==> src/rtl/wb_sram_pkg.sv <==
// wb_sram_pkg: shared types and constants for the Wishbone SRAM BIST master.
package wb_sram_pkg;
    localparam int WB_DW = 32;
    localparam int WB_AW = 32;
    localparam logic [3:0] SEL_ALL = 4'hF;
    localparam int DEF_DEPTH = 1024;
    localparam int DEF_TIMEOUT = 255;

    typedef enum logic [2:0] {IDLE, W0, R0, W1, R1, DONE, ABORT} bist_state_e;

    function automatic logic [WB_DW-1:0] pattern(
        input logic [WB_DW-1:0] seed,
        input logic [WB_AW-1:0] idx,
        input logic             inv
    );
        return (seed ^ idx) ^ {WB_DW{inv}};
    endfunction
endpackage

==> src/rtl/wb_xfer_ctrl.sv <==
// wb_xfer_ctrl: one Wishbone classic transfer (cyc/stb hold until ack) with a stb-to-ack timeout.
module wb_xfer_ctrl import wb_sram_pkg::*; #(
    parameter int TIMEOUT = DEF_TIMEOUT
) (
    input  logic clk_i,
    input  logic rst_ni,
    input  logic go_i,
    input  logic ack_i,
    output logic stb_o,
    output logic ack_o,
    output logic timeout_o
);
    logic       stb_q, stb_d;
    logic [7:0] tmr_q, tmr_d;

    assign stb_o     = stb_q;
    assign ack_o     = stb_q && ack_i;
    // Fires on the TIMEOUT-th stb cycle so stb is dropped on the following one.
    assign timeout_o = stb_q && !ack_i && (tmr_q == 8'(TIMEOUT - 1));

    always_comb begin
        stb_d = go_i ? 1'b1 : (ack_o || timeout_o) ? 1'b0 : stb_q;
        tmr_d = go_i ? 8'd0 : stb_q ? tmr_q + 8'd1 : tmr_q;
    end

    always_ff @(posedge clk_i or negedge rst_ni) begin
        if (!rst_ni) begin
            stb_q <= 1'b0;
            tmr_q <= 8'd0;
        end else begin
            stb_q <= stb_d;
            tmr_q <= tmr_d;
        end
    end
endmodule

==> src/rtl/wb_sram_bist_master.sv <==
// wb_sram_bist_master: Wishbone initiator running a write/read/compare BIST over an SRAM window.
module wb_sram_bist_master import wb_sram_pkg::*; #(
    parameter int DEPTH   = DEF_DEPTH,
    parameter int TIMEOUT = DEF_TIMEOUT
) (
    input  logic        wb_clk_i,
    input  logic        wb_rst_n_i,
    input  logic        start_i,
    input  logic [31:0] base_adr_i,
    input  logic [31:0] seed_i,
    output logic        wbm_cyc_o,
    output logic        wbm_stb_o,
    output logic        wbm_we_o,
    output logic [3:0]  wbm_sel_o,
    output logic [31:0] wbm_adr_o,
    output logic [31:0] wbm_dat_o,
    input  logic [31:0] wbm_dat_i,
    input  logic        wbm_ack_i,
    output logic        busy_o,
    output logic        done_o,
    output logic        pass_o,
    output logic        timeout_o,
    output logic [15:0] err_cnt_o,
    output logic [31:0] fail_adr_o
);
    localparam int IW = $clog2(DEPTH);

    bist_state_e      state_q, state_d;
    logic [IW-1:0]    idx_q, idx_d;
    logic [WB_AW-1:0] base_q, base_d, fail_adr_q, fail_adr_d, adr;
    logic [WB_DW-1:0] seed_q, seed_d, exp_dat;
    logic [15:0]      err_cnt_q, err_cnt_d;
    logic             done_q, done_d, pass_q, pass_d, timeout_q, timeout_d;
    logic [1:0]       rst_sync_q;
    logic             rst_n, go, stb, ack, tmo, accept, phase, rd, we, mis;

    // Assert asynchronously, release two clocks later.
    always_ff @(posedge wb_clk_i or negedge wb_rst_n_i) begin
        if (!wb_rst_n_i) rst_sync_q <= 2'b00;
        else rst_sync_q <= {rst_sync_q[0], 1'b1};
    end
    assign rst_n = rst_sync_q[1];

    assign accept  = (state_q == IDLE) && start_i;
    assign phase   = state_q inside {W0, R0, W1, R1};
    assign rd      = state_q inside {R0, R1};
    assign we      = state_q inside {W0, W1};
    assign go      = accept || (phase && !stb);
    assign adr     = base_q + (WB_AW'(idx_q) << 2);
    assign exp_dat = pattern(seed_q, WB_AW'(idx_q), state_q inside {W1, R1});
    assign mis     = ack && rd && (wbm_dat_i != exp_dat);

    wb_xfer_ctrl #(.TIMEOUT(TIMEOUT)) u_xfer (
        .clk_i     (wb_clk_i),
        .rst_ni    (rst_n),
        .go_i      (go),
        .ack_i     (wbm_ack_i),
        .stb_o     (stb),
        .ack_o     (ack),
        .timeout_o (tmo)
    );

    always_comb begin
        state_d = state_q;
        idx_d   = idx_q;
        if (accept) begin
            state_d = W0;
            idx_d   = '0;
        end else if (phase && tmo) begin
            state_d = ABORT;
        end else if (phase && ack) begin
            idx_d = idx_q + 1'b1;
            if (idx_q == IW'(DEPTH - 1)) state_d = bist_state_e'(state_q + 3'd1);
        end else if (state_q inside {DONE, ABORT}) begin
            state_d = IDLE;
        end
    end

    // The error count never returns to zero within a test, so zero marks "no mismatch yet".
    always_comb begin
        base_d     = accept ? base_adr_i : base_q;
        seed_d     = accept ? seed_i : seed_q;
        err_cnt_d  = accept ? 16'd0 : (mis && err_cnt_q != 16'hFFFF) ? err_cnt_q + 16'd1 : err_cnt_q;
        fail_adr_d = accept ? '0 : (mis && err_cnt_q == 16'd0) ? adr : fail_adr_q;
        timeout_d  = accept ? 1'b0 : tmo ? 1'b1 : timeout_q;
        done_d     = state_q inside {DONE, ABORT};
        pass_d     = accept ? 1'b0 : done_d ? (err_cnt_q == 16'd0 && !timeout_q) : pass_q;
    end

    always_ff @(posedge wb_clk_i or negedge rst_n) begin
        if (!rst_n) begin
            state_q    <= IDLE;
            idx_q      <= '0;
            base_q     <= '0;
            seed_q     <= '0;
            err_cnt_q  <= '0;
            fail_adr_q <= '0;
            timeout_q  <= 1'b0;
            done_q     <= 1'b0;
            pass_q     <= 1'b0;
        end else begin
            state_q    <= state_d;
            idx_q      <= idx_d;
            base_q     <= base_d;
            seed_q     <= seed_d;
            err_cnt_q  <= err_cnt_d;
            fail_adr_q <= fail_adr_d;
            timeout_q  <= timeout_d;
            done_q     <= done_d;
            pass_q     <= pass_d;
        end
    end

    assign wbm_cyc_o  = stb;
    assign wbm_stb_o  = stb;
    assign wbm_we_o   = stb && we;
    assign wbm_sel_o  = stb ? SEL_ALL : 4'h0;
    assign wbm_adr_o  = stb ? adr : '0;
    assign wbm_dat_o  = (stb && we) ? exp_dat : '0;
    assign busy_o     = state_q != IDLE;
    assign done_o     = done_q;
    assign pass_o     = pass_q;
    assign timeout_o  = timeout_q;
    assign err_cnt_o  = err_cnt_q;
    assign fail_adr_o = fail_adr_q;
endmodule
==> config.mk <==
export PLATFORM = sky130hd
export DESIGN_NAME = wb_sram_bist_master
export DESIGN_NICKNAME = d
export VERILOG_FILES = /design/src/rtl/wb_sram_pkg.sv /design/src/rtl/wb_xfer_ctrl.sv /design/src/rtl/wb_sram_bist_master.sv
export SDC_FILE = /design/constraint.sdc
export NUM_CORES = 1
export LEC_CHECK = 0
export CAP_MARGIN = 20
export CORE_ASPECT_RATIO = 0.75
export CORE_UTILIZATION = 25
export CTS_BUF_LIST = sky130_fd_sc_hd__clkbuf_4
export DETAILED_ROUTE_END_ITERATION = 8
export SLEW_MARGIN = 5
export SYNTH_ARGS = -nofsm -noshare
export SYNTH_HDL_FRONTEND = slang
export SYNTH_SLANG_ARGS = --single-unit
==> constraint.sdc <==
create_clock -name wb_clk_i -period 6.76 [get_ports wb_clk_i]
set_input_delay 0.676 -clock wb_clk_i [delete_from_list [all_inputs] [get_ports wb_clk_i]]
set_output_delay 0.676 -clock wb_clk_i [all_outputs]
set_load 0.03 [all_outputs]
Word level (Yosys, flattened, before mapping)
Index checks and enable logic that the tools add are counted.
{"block": "word_totals", "register_bits": 139, "input_bits": 100, "word_cells": 90}
{"block": "op_classes", "add_sub_neg": 5, "eq_ne": 12, "n_mux": 23, "n_bitwise": 2, "n_reduce_logical": 36}
{"cell": "32-bit two-way mux", "n": 4}
{"cell": "32-bit by 12-bit adder with 32-bit output", "n": 1}
{"cell": "16-bit two-way mux", "n": 2}
{"cell": "32-bit != test", "n": 1}
{"cell": "32-bit by 10-bit XOR with 32-bit output", "n": 1}
{"cell": "32-bit XOR", "n": 1}
{"cell": "10-bit two-way mux", "n": 3}
{"cell": "2-bit nonzero test", "n": 11}
{"cell": "16-bit by 1-bit adder with 16-bit output (second input constant)", "n": 1}
{"cell": "16-bit logical NOT", "n": 1}
{"cell": "8-bit two-way mux", "n": 2}
{"cell": "16-bit != test (second input constant)", "n": 1}
{"cell": "3-bit two-way mux", "n": 5}
{"cell": "1-bit logical AND", "n": 13}
{"cell": "10-bit by 1-bit adder with 10-bit output (second input constant)", "n": 1}
{"cell": "10-bit equality test (second input constant)", "n": 1}
{"cell": "3-bit equality test (second input constant)", "n": 3}
{"cell": "8-bit by 1-bit adder with 8-bit output (second input constant)", "n": 1}
{"cell": "8-bit equality test (second input constant)", "n": 1}
{"cell": "4-bit nonzero test", "n": 2}
{"cell": "3-bit by 2-bit equality test with 1-bit output (second input constant)", "n": 2}
{"cell": "1-bit two-way mux", "n": 6}
{"cell": "4-bit two-way mux", "n": 1}
{"cell": "4-bit by 3-bit != test with 1-bit output (second input constant)", "n": 1}
{"cell": "other kinds (8)", "n": 12}

Longest topological paths before layout
Gate-level depths: netlist of run 1.
{"block": "logic_depth", "depth_word": 8, "mapped_depth": 12, "ltp_nobuf": 10}

Hierarchy
A second synthesis of run 1 with hierarchy kept.
{"block": "hier_totals", "hier_cells": 939, "area_unflattened_um2": 8370.5}
{"module": "wb_sram_bist_master", "n_inst": 1, "cells_each": 892, "area_per_inst_um2": 7901.3, "seq_area_each_um2": 3253.1}
{"module": "wb_xfer_ctrl", "n_inst": 1, "cells_each": 47, "area_per_inst_um2": 469.2, "seq_area_each_um2": 225.2}

Least setup slack after synthesis of run 1
Ideal clock, no wire load.
{"block": "synth_path", "path_kind": "reg2out", "start": "reg idx_q[0]", "end": "out wbm_adr_o[28]", "arrival_ps": 2773, "required_time_ps": 6084, "slack_ps": 3311, "path_stages_with_launch": 11, "n_path_buf": 0, "path_cell_list": "dfrtp_1 ha_1 inv_1 fa_1 nor2b_1 o2111ai_1 a311oi_1 nor2_1 nor3b_1 xnor2_1 nor2b_1"}
{"block": "synth_between", "elab_chain_len": 2}
{"element": "start: declaration", "line": "wb_sram_bist_master.sv:29", "source": "logic [IW-1:0] idx_q, idx_d;"}
{"element": "start signal: assignment", "line": "wb_sram_bist_master.sv:103", "source": "idx_q <= idx_d;"}
{"element": "32-bit by 12-bit adder with 32-bit output", "line": "wb_sram_bist_master.sv:49", "source": "assign adr = base_q + (WB_AW'(idx_q) << 2);"}
{"element": "32-bit two-way mux", "line": "wb_sram_bist_master.sv:118", "source": "assign wbm_adr_o = stb ? adr : '0;"}
{"element": "end: declaration", "line": "wb_sram_bist_master.sv:15", "source": "output logic [31:0] wbm_adr_o,"}
No other way between the ends.

Worst setup path in the final report of run 1
{"block": "layout_path", "start": "reg idx_q[1]", "end": "out wbm_adr_o[31]"}
Same word-level chain as after synthesis.

==> results of run 1 <==
where the power goes:
group / switching [W] / total (W) / internal, W
Clock: 0.000345 / 0.000579 / 0.000235
Sequential: 0.000203 / 0.00118 / 0.000980
Combinational: 0.000937 / 0.00164 / 0.000701
layer usage:
metal / up-vias / GRT usage
li1: 3676 / -
met1: 3594 / 0.238
met2: 272 / 0.246
met3: 18 / 0.0592
met4: 2 / 0.0364
met5: - / 0
cell type report:
type	count	area share
antenna	1	0.000221
timing repair buffer	236	0.206
inverter	20	0.00664
clock buffer	20	0.0133
clock inverter	12	0.0126
multi-input combinational	756	0.404
tap	442	0.0489
sequential	139	0.308
kinds of logic (layout without fill, tap and decap cells):
group / after synthesis / after routing / share of synthesized area
AOI/OAI and AO/OA: 119 / 119 / 0.0926
xor gates and xnor gates: 114 / 114 / 0.131
adders and majority gates: 22 / 22 / 0.0337
buffers and inverters: 79 / 288 / 0.0433
DFF: 139 / 139 / 0.415
muxes: 11 / 11 / 0.0139
other: 1 / 2 / 0.000447
and+or+nand+nor: 489 / 489 / 0.270
final timing paths:
| check | start | end | slack [ps] |
|---|---|---|---|
| max in group asynchronous | rst_sync_q[1] | fail_adr_o[5] | 4680 |
| min reg2reg | rst_sync_q[1] | seed_q[11] | 240 |
| min in group wb_clk_i | rst_sync_q[0] | rst_sync_q[1] | 370 |
| min | rst_sync_q[1] | seed_q[11] | 240 |
| max reg2reg | state_q[0] | fail_adr_o[23] | 2630 |
| max | idx_q[1] | wbm_adr_o[31] | 1880 |
registers in the layout, indices dropped and copies added (netlist names):
signal / count
base_q: 32
done_o: 1
err_cnt_o: 16
fail_adr_o: 32
idx_q: 10
pass_o: 1
rst_sync_q: 2
seed_q: 32
state_q: 3
timeout_o: 1
u_xfer.stb_o: 1
u_xfer.tmr_q: 8
per-stage QoR:
stage                     hold slack (ps)  std cells  power (W)  setup WS, ps  instance area [µm²]
after detailed placement              240       1592    0.00285          2540                11000
after global routing                  191       1626    0.00362          1550                11300
after CTS                             188       1624    0.00345          1840                11300
final                                 238       1626    0.00340          1880                11300
after global placement                237       1592    0.00284          2540                11000
after floorplan                       331        974    0.00220          2600                 8380
placed cells by master (no fill, tap or decap), types with 4 or more instances in the layout:
cell type,Yosys,layout
inv_1,20,20
o21ai_1,6,6
nand2_1,245,245
nor2b_1,13,13
or4_1,9,9
o211ai_1,5,5
a31oi_1,14,14
clkdlybuf4s50_1,0,222
nand4_1,39,39
clkinvlp_4,0,4
clkinv_4,0,5
dfrtp_1,139,138
nand3_1,22,21
ha_1,21,21
xnor2_1,58,58
and2_1,23,23
nor2_1,81,81
nor3_1,11,11
xor2_1,49,49
nor4_1,7,7
a21oi_2,7,7
a31o_1,7,7
a211oi_1,11,11
clkbuf_4,0,21
and3_1,12,11
a21oi_1,14,14
nand2b_1,4,4
mux2i_1,8,7
buf_4,6,13
o21ai_0,36,36
or3_1,7,7
xnor3_1,4,4
==> summary.md, run 1 <==
| Metric | Value |
|---|---|
| Hold Path Class | `flip-flop to async pin` |
| Cell Area, Synth | `8380 µm²` |
| Final setup TNS | `0 ps` |
| Overall die height | `161 µm` |
| CTS Buf Count | `17` |
| Final ANT Viol Nets | `0` |
| # clock sinks | `139` |
| CP Launch Type | `flip-flop` |
| Power per cell area | `301 nW/µm²` |
| GRT Overall Usage | `0.169` |
| Hold-fix buffers at CTS | `0` |
| Worst-path clk slew | `130 ps` |
| Final setup vio count | `0` |
| Nets | `1292` |
| Worst IR Drop VDD | `157 µV` |
| Post-synth EDFFs | `0` |
| Syn Inst Count | `974` |
| Worst-path fanout max | `10` |
| IO Count | `223` |
| CP cell instances | `ha_1 > a211oi_1 > o211a_1 > o311ai_0 > a21oi_1 > nor4bb_1 > xnor2_1 > nor2b_1 > clkdlybuf4s50_1` |
| DRC viols | `0` |
| Critical path endpoint category | `output port` |
| Ys flop type | `dfrtp_1` |
| Leakage | `4.80 nW` |
| Final Hold Fails | `0` |
| Initial antenna violation count | `2` |
| CP arrival | `4210 ps` |
| Count leader, synth | `nand2_1` |
| Synthesis Warnings | `0` |
| Yosys top cell by area | `dfrtp_1` |
| Relative slew slack | `0.317` |
| 1st-iter DRT viols | `538` |
| Status | `completed` |
| Top post-synthesis cells by area | `dfrtp_1, nand2_1, xnor2_1` |
| Area Overhead vs Synth | `34.9%` |
| Routed metal-1 wirelength | `13100 µm` |
| Clock Skew | `35.7 ps` |
| Worst-Skew Late Latency | `590 ps` |
| Grt ovf | `0` |
| Final Util | `0.346` |
| Number of gates resized after CTS | `0` |
| IO buf count | `222` |
| Syn_area_per_cell | `8.60 µm²` |
| HPWL Detailed | `21100 µm` |
| Syn Nets | `1096` |
| Final worst-path cycle share | `0.722` |
| DRT Pass-1 Iters | `5` |
| WS Path Type | `flip-flop to output port` |
| Core footprint | `32700 µm²` |
| Die span in x | `213 µm` |
| Reg2Reg Depth | `11` |
| Vias | `7562` |
| Top cells by count, synth | `nand2_1, dfrtp_1, nor2_1` |
| Worst path top cell family by delay | `compound AO/OA/AOI/OAI gates` |
| Metal2 WL | `12300 µm` |
| Post-DR wirelength/cell | `17.4 µm` |
| Initial Util | `0.257` |
| Layout fillers | `3450` |
| Total Die Area | `34300 µm²` |
| Met3 wire len | `2610 µm` |
| Total of max-cap violations | `0` |
| Levels on crit path | `9` |
| First-pass GRT wire length | `44100 µm` |
| Worst Path Buf+Inv | `1` |
| Post-synthesis cell type count | `57` |
| Slew of the pin with the lowest slew margin | `1020 ps` |
| H-tree Lvls | `4` |
| Largest net degree at the start of global routing | `77` |
| FP Rows | `57` |
| CTS tree | `yes` |
| Vias in the first global route | `7394` |
| GPL Wtd Cong | `0.843` |
| Period minus WS final | `4880 ps` |
| Fin. max-slew vios | `0` |
| Register area | `3480 µm²` |
| RSZ-0062 raised after global routing | `no` |
| Share of cells above drive strength 1 | `0.0558` |
| Slowest stage cell, crit path | `a21oi_1` |
| Ys async rst share | `1.00` |
| CP max stage delay | `860 ps` |
| Seq/Total Area, Yosys | `0.415` |
| Setup Buffers After CTS | `0` |
| Max clock buf depth | `2` |
| Root Buffer | `clkbuf_4` |
| Highest Signal Layer | `met5` |
| Synthesis-stage register bit count | `139` |
| Drt total wl | `28300 µm` |
| Area taken by multi-input logic gates | `4570 µm²` |
| Required time of the critical path | `6080 ps` |
| Fmax | `0.205 GHz` |
| Synth top area share | `0.415` |
| Via density per instance | `4.65` |
Note: power is estimated with default switching activity, not from simulation.
==> run 2: changes to the inputs <==
clock period = 4.36 ns   (was 6.76 ns; I/O delays follow)
==> run 2 against run 1 <==
Net effect:
- core utilization up 0.27 points
- final cell count up 0.37%
- cell area up 0.79%
- non-clock buffer count up 7
- critical path depth up 1
- critical path type unchanged
- critical endpoint unchanged
- largest power group unchanged
- highest routed layer is now met4
==> summary.md, run 2 (synthesized netlist as in run 1, its figures left out) <==
| Metric | Value |
|---|---|
| DRC viols | `0` |
| Setup WS pre-CTS | `496 ps` |
| RSZ-0062 raised after global routing | `no` |
| HPWL Detailed | `20800 µm` |
| Worst-Skew Late Latency | `590 ps` |
| Clock Skew | `19.8 ps` |
| Worst-path fanout max | `10` |
| CP arrival | `3640 ps` |
| Final ANT Viol Nets | `0` |
| IO Count | `223` |
| Fmax | `0.245 GHz` |
| Logic pwr share | `0.495` |
| Leakage | `5.11 nW` |
| Fin. max-slew vios | `0` |
| Status | `completed` |
| Power Total | `0.00523 W` |
| Max clock buf depth | `2` |
| Vias in the first global route | `7498` |
| Internal power | `0.00297 W` |
| Nets | `1299` |
| Area taken by multi-input logic gates | `4580 µm²` |
| Share of cells above drive strength 1 | `0.0598` |
| Root Buffer | `clkbuf_4` |
| Initial Util | `0.257` |
| Final setup vio count | `0` |
| CP max stage delay | `490 ps` |
| Worst IR Drop VDD | `266 µV` |
| Area Overhead vs Synth | `35.9%` |
| Largest net degree at the start of global routing | `79` |
| Slowest stage cell, crit path | `dfrtp_1` |
| Hold Path Class | `input pin to flip-flop` |
| Post-DR wirelength/cell | `17.3 µm` |
| CTS tree | `yes` |
| Power per cell area | `459 nW/µm²` |
| Worst-path clk slew | `130 ps` |
| Register area | `3480 µm²` |
| Slew of the pin with the lowest slew margin | `943 ps` |
| Layout fillers | `3446` |
| Sequential share of power | `0.344` |
| Final WS setup | `285 ps` |
| Via density per instance | `4.69` |
| Die span in x | `213 µm` |
| Total of max-cap violations | `0` |
| H-tree Lvls | `4` |
| # clock sinks | `139` |
| GPL Wtd Cong | `0.827` |
| Initial antenna violation count | `3` |
| Final worst-path cycle share | `0.935` |
| Sw power | `0.00226 W` |
| Drt total wl | `28200 µm` |
| Most frequent cells in the layout | `nand2_1, clkdlybuf4s50_1, dfrtp_1` |
| Commonest non-fill, non-tap cell in the layout | `nand2_1` |
| Total Die Area | `34300 µm²` |
| FP Rows | `57` |
| Grt ovf | `0` |
| Critical path endpoint category | `output port` |
| Relative slew slack | `0.371` |
| Final Hold Fails | `0` |
| Clock group share of total power | `0.161` |
| Required time of the critical path | `3920 ps` |
| CP Launch Type | `flip-flop` |
| CTS Buf Count | `17` |
| Switch share | `0.433` |
| IO buf count | `222` |
| Post-Layout Cell Count | `1632` |
| Final setup TNS | `0 ps` |
| DRT Pass-1 Iters | `4` |
| 1st-iter DRT viols | `441` |
| First-pass GRT wire length | `43800 µm` |
| Vias | `7648` |
| Core footprint | `32700 µm²` |
| GRT Overall Usage | `0.168` |
| Placed cell count | `1597` |
| WS Path Type | `flip-flop to output port` |
| Period minus WS final | `4070 ps` |
| Overall die height | `161 µm` |
| CP cell instances | `ha_1 > o21ai_0 > o211a_1 > o311ai_1 > a21oi_1 > buf_4 > nor4bb_2 > xnor2_1 > nor2b_1 > dlygate4sd2_1` |
[run 2: changes by cell type in the layout (fill, tap and decap cells not counted), moves of 2 or more]
cell and change:
clkdlybuf4s50_1 -19, clkinvlp_4 -3, dlygate4sd2_1 +2, clkinv_2 +4, buf_4 +6, dlymetal6s2s_1 +17, clkinv_4 -4
[run 2: worst max-delay path, delay by kind of cell, from the launching register on]
family / cells / cell delay (ps)
buffers and inverters: 2 / 610
and+or+nand+nor: 2 / 470
DFF: 1 / 490
adders and majority gates: 1 / 380
xor gates and xnor gates: 1 / 180
AOI/OAI and AO/OA: 4 / 920
[run 2: worst paths after layout]
kind                       cells past startpoint           from  slack [ps]            end
min in group asynchronous                      0  rst_sync_q[1]         410      seed_q[8]
setup reg to reg                              11     state_q[0]         670  fail_adr_o[1]
max in group asynchronous                      1  rst_sync_q[1]        2830     base_q[22]
hold reg to reg                                0  rst_sync_q[0]         360  rst_sync_q[1]
setup / recovery                              10       idx_q[2]         290  wbm_adr_o[31]
hold / removal                                 3  base_adr_i[7]         350      base_q[7]
[run 2: through the flow]
| step | util | instance area, µm² | hold slack [ps] |
|---|---|---|---|
| floorplan | - | 8380 | 140 |
| global placement | 0.338 | 11000 | 337 |
| detailed placement | 0.338 | 11000 | 338 |
| CTS | 0.347 | 11300 | 276 |
| global route | 0.349 | 11400 | 299 |
| finish | 0.349 | 11400 | 349 |
[run 2: metal layers]
| metal | track usage | vias to the layer above | part of all wire | routed length, µm |
|---|---|---|---|---|
| met5 | 0 | - | 0 | 0 |
| met4 | 0.0455 | 0 | 0.015 | 410 |
| met3 | 0.0614 | 22 | 0.087 | 2450 |
| met2 | 0.251 | 265 | 0.44 | 12400 |
| met1 | 0.227 | 3669 | 0.46 | 12800 |
| li1 | - | 3692 | - | - |
[run 2: repair_timing]
item,CTS,global route
resized for setup,4,18
endpoints found under the setup margin,8,18
setup buffers,1,1
pin swaps,1,2
hold buffers,1,0
endpoints found under the hold margin,2,0
[run 2: area by class of cell]
type                    count  area share
clock inverters             9     0.00879
clock buffers              21      0.0138
diodes                      2    0.000439
well taps                 442      0.0486
flip-flops and latches    139       0.306
multi-input cells         756       0.402
inverters                  20     0.00659
repair buffers            243       0.214
[run 2: power by group through the flow]
stage               clock [W]  combinational (W)  sequential (W)
floorplan                   0            0.00164         0.00177
global placement            0            0.00258         0.00182
detailed placement          0            0.00259         0.00182
CTS                  0.000879            0.00261         0.00180
global route         0.000935            0.00279         0.00184
finish               0.000842            0.00259         0.00180
==> patch 1 (config.mk and constraints of run 1) <==
`fail_adr_q` no longer has a reset.
--- a/src/rtl/wb_sram_bist_master.sv
+++ b/src/rtl/wb_sram_bist_master.sv
@@ -96,3 +96,2 @@
             err_cnt_q  <= '0;
-            fail_adr_q <= '0;
             timeout_q  <= 1'b0;
@@ -106,3 +105,2 @@
             err_cnt_q  <= err_cnt_d;
-            fail_adr_q <= fail_adr_d;
             timeout_q  <= timeout_d;
@@ -111,2 +109,6 @@
         end
+    end
+
+    always_ff @(posedge wb_clk_i) begin
+        fail_adr_q <= fail_adr_d;
     end
Check against the original RTL: same outputs for any inputs over 10 cycles, from zero or initial values and one cycle with wb_rst_n_i low; that may be too few to reach the edited logic, so the function may still have changed.
==> patch 1 against run 1 <==
Synthesized area fell by 3.7%. Largest cell class unchanged. Cell count shrank 4.0%. Clock skew is 3.0 ps higher. Sequential cell count unchanged. Largest power group unchanged. Design area decreased by 3.2%. Setup slack improved by 57 ps. Wire length shrank 8.1%. Power is 0.61% higher. Critical endpoint is now wbm_adr_o[28].
==> patch 1: results <==
{
  "drive_gt1_share_pct": 5.64,
  "ir_drop_mv": 0.253,
  "gp_congestion": 0.800,
  "synth.yosys.seq_area_share_pct": 41.1,
  "avgSynthCellArea_um2": 8.53,
  "grt_max_degree": 87,
  "critical-path-max-stage-delay_ps": 660,
  "num-nets-final": 1262,
  "grt_pass1_wl_mm": 40.2,
  "globalRouteTotalUtil_pct": 15.9,
  "routed_wl_mm": 26.0,
  "maxUsedRoutingLayer": "met4",
  "cp_max_fo": 6,
  "worst_path_max_delay_cell": "clkdlybuf4s50_1",
  "via_count": 7171,
  "m1WireLength_mm": 13.1,
  "fin_skew_ps": 38.7,
  "dr_wl_met3_mm": 1.05,
  "p_leak_uw": 0.00445,
  "synthArstFlopShare_pct": 77.0,
  "rr_worst_depth": 9,
  "synthTopCellsByArea": "dfrtp_1 33%, nand2_1 11%, dfxtp_1 7.9%",
  "status": "finished clean",
  "syn-num-nets": 1068,
  "yosys.cell_types.count": 62,
  "grt_pass1_vias": 6998,
  "drtIter0Drc": 500,
  "fillers": 3265,
  "gr-usage-met1_pct": 22.5,
  "grt_use_met2_pct": 23.9,
  "hold_class": "input port to asynchronous set/reset pin",
  "wl_met2_mm": 11.5,
  "dpl_cell_area_um2": 10600,
  "viasPerCell": 4.59,
  "portBuffers": 222,
  "ys_top_cells_by_count": "236 x nand2_1, 107 x dfrtp_1, 73 x nor2_1",
  "maxSlewHeadroom_pct": 27.9,
  "dp_hpwl_mm": 18.9,
  "dr.pass1.iters": 4,
  "dp.cells": 1527
}
==> patch 1: changes by cell type after synthesis, moves of 9 or more <==
cell and delta:
a31oi_1 -12, dfrtp_1 -32, a21oi_1 +10, nand3_1 +11, nand2_1 -9, nand4_1 -20
dfxtp_1 +32
==> patch 1: kinds of logic after synthesis <==
group | count (synthesis) | share of synthesized area [%]
compound gates | 114 | 8.99
xor+xnor | 113 | 12.9
fa+ha+maj | 22 | 3.50
buf+inv | 71 | 4.14
flops | 139 | 41.1
mux | 14 | 2.03
other cells | 1 | 0.0465
simple gates | 472 | 27.2
==> patch 1: final timing paths <==
kind | start | endpoint | slack, ps
min in group wb_clk_i | rst_sync_q[0] | rst_sync_q[1] | 370
max reg2reg | state_q[0] | err_cnt_o[6] | 2980
min reg2reg | rst_sync_q[0] | rst_sync_q[1] | 370
max in group asynchronous | rst_sync_q[1] | base_q[6] | 5120
min | wb_rst_n_i | rst_sync_q[1] | 260
max | idx_q[0] | wbm_adr_o[28] | 1940
==> patch 1: report_power, final <==
group | leakage [uW] | switching, uW | total, uW | internal [uW]
clock network | 0.000168 | 350 | 643 | 293
registers | 0.00163 | 187 | 1160 | 978
logic | 0.00265 | 920 | 1610 | 695
==> patch 1: stage by stage <==
step           power, uW  hold slack [ps]  setup slack (ps)
2_1_floorplan       2180              331              3290
3_3_place_gp        2790              339              2490
3_5_place_dp        2800              339              2500
4_1_cts             3460              191              1840
5_1_grt             3640              169              1570
6_report            3420              258              1940
==> patch 1: layout make-up <==
class	count	area (um^2)	area share, %
sequential	139	3320	30.3
tap	406	508	4.64
clock inverter	15	198	1.81
timing repair buffer	230	2280	20.9
multi-input combinational	736	4440	40.6
antenna	2	5.00	0.0457
inverter	16	60.1	0.549
clock buffer	17	128	1.17
==> patch 2 (settings of run 1) <==
Without the edit above. The package constant `DEF_TIMEOUT` goes from 255 to 191.
--- a/src/rtl/wb_sram_pkg.sv
+++ b/src/rtl/wb_sram_pkg.sv
@@ -6,3 +6,3 @@
     localparam int DEF_DEPTH = 1024;
-    localparam int DEF_TIMEOUT = 255;
+    localparam int DEF_TIMEOUT = 191;
 
Behaviour: same outputs for any inputs over 10 cycles, from zero or initial values and one cycle with wb_rst_n_i low; that may be too few to reach the edited logic, so the function may still have changed.
==> patch 2 against run 1 <==
Wire length down 6.8%. Sequential cell count unchanged. Register-to-register slack better by 510 ps. Power down 2.0%. Design area down 1.9%. Maximum frequency up 2.7%. Setup slack better by 130 ps. Largest power group unchanged. Synthesized area down 2.0%.
==> patch 2: results <==
{
  "grt_pass1_wl_mm": 40.8,
  "gr-usage-met1_pct": 23.0,
  "place_ws_ps": 2640,
  "multi_input_area_share_pct": 39.8,
  "signal_buffers": 233,
  "clock_buffers": 18,
  "drtIter0Drc": 463,
  "worst_path_max_delay_cell": "o21ai_1",
  "ir_drop_mv": 0.142,
  "dr.pass1.iters": 4,
  "ys_top_cells_by_count": "247 x nand2_1, 139 x dfrtp_1, 78 x nor2_1",
  "synth.yosys.seq_area_share_pct": 42.3,
  "inv_count": 16,
  "hold_ws_ps": 175,
  "grt_use_met2_pct": 22.5,
  "p_leak_uw": 0.00468,
  "clk_share_pct": 2.32,
  "multi_input_gates": 742,
  "grt_use_met3_pct": 5.62,
  "grt_pass1_vias": 7059,
  "dpl_cell_area_um2": 10800,
  "globalRouteTotalUtil_pct": 15.9,
  "power.internal_uw": 1860,
  "sh_seq_area_pct": 31.4,
  "status": "finished clean",
  "worstReg2RegEnd": "fail_adr_o[13]",
  "r2r_setup_slack_ps": 3140,
  "critical-path-max-stage-delay_ps": 810,
  "worstPathArrival_ps": 4080,
  "fin_skew_ps": 25.5
}
==> patch 2: cell types whose count changed in the layout (fill, tap and decap cells not counted), moves of 11 or more <==
| cell | before | now |
|---|---|---|
| a31oi_1 | 14 | 2 |
| nand3_1 | 21 | 32 |
| a21oi_1 | 14 | 29 |
| and2_1 | 23 | 12 |
| a211oi_1 | 11 | 0 |
| nand4_1 | 39 | 25 |
| nor2b_1 | 13 | 24 |
==> patch 2: power groups by stage <==
stage / Sequential, uW / Combinational [uW] / Clock (uW)
finish: 1160 / 1630 / 541
global route: 1190 / 1770 / 608
CTS: 1170 / 1640 / 573
detailed placement: 1190 / 1630 / 0
global placement: 1180 / 1630 / 0
floorplan: 1140 / 1050 / 0
==> patch 2: cells by family (layout without fill, tap and decap cells) <==
kind of cell / after synthesis / in the layout / synth area share (%)
and+or+nand+nor: 482 / 482 / 26.5
buffers and inverters: 71 / 281 / 4.34
AOI/OAI and AO/OA: 112 / 112 / 8.65
xor gates and xnor gates: 114 / 114 / 13.3
adders and majority gates: 22 / 22 / 3.44
DFF: 139 / 139 / 42.3
other: 1 / 2 / 0.0456
muxes: 11 / 11 / 1.46
==> patch 2: worst max path at each step <==
| stage | cells after the start | start | to | slack (ps) |
|---|---|---|---|---|
| finish | 9 | idx_q[3] | wbm_adr_o[29] | 2010 |
| global route | 9 | idx_q[3] | wbm_adr_o[29] | 1610 |
| floorplan | 0 | rst_sync_q[1] | base_q[0] | 2600 |
| CTS | 9 | idx_q[3] | wbm_adr_o[29] | 1890 |
| global placement | 9 | idx_q[4] | wbm_adr_o[15] | 2610 |
| detailed placement | 9 | idx_q[3] | wbm_adr_o[29] | 2640 |
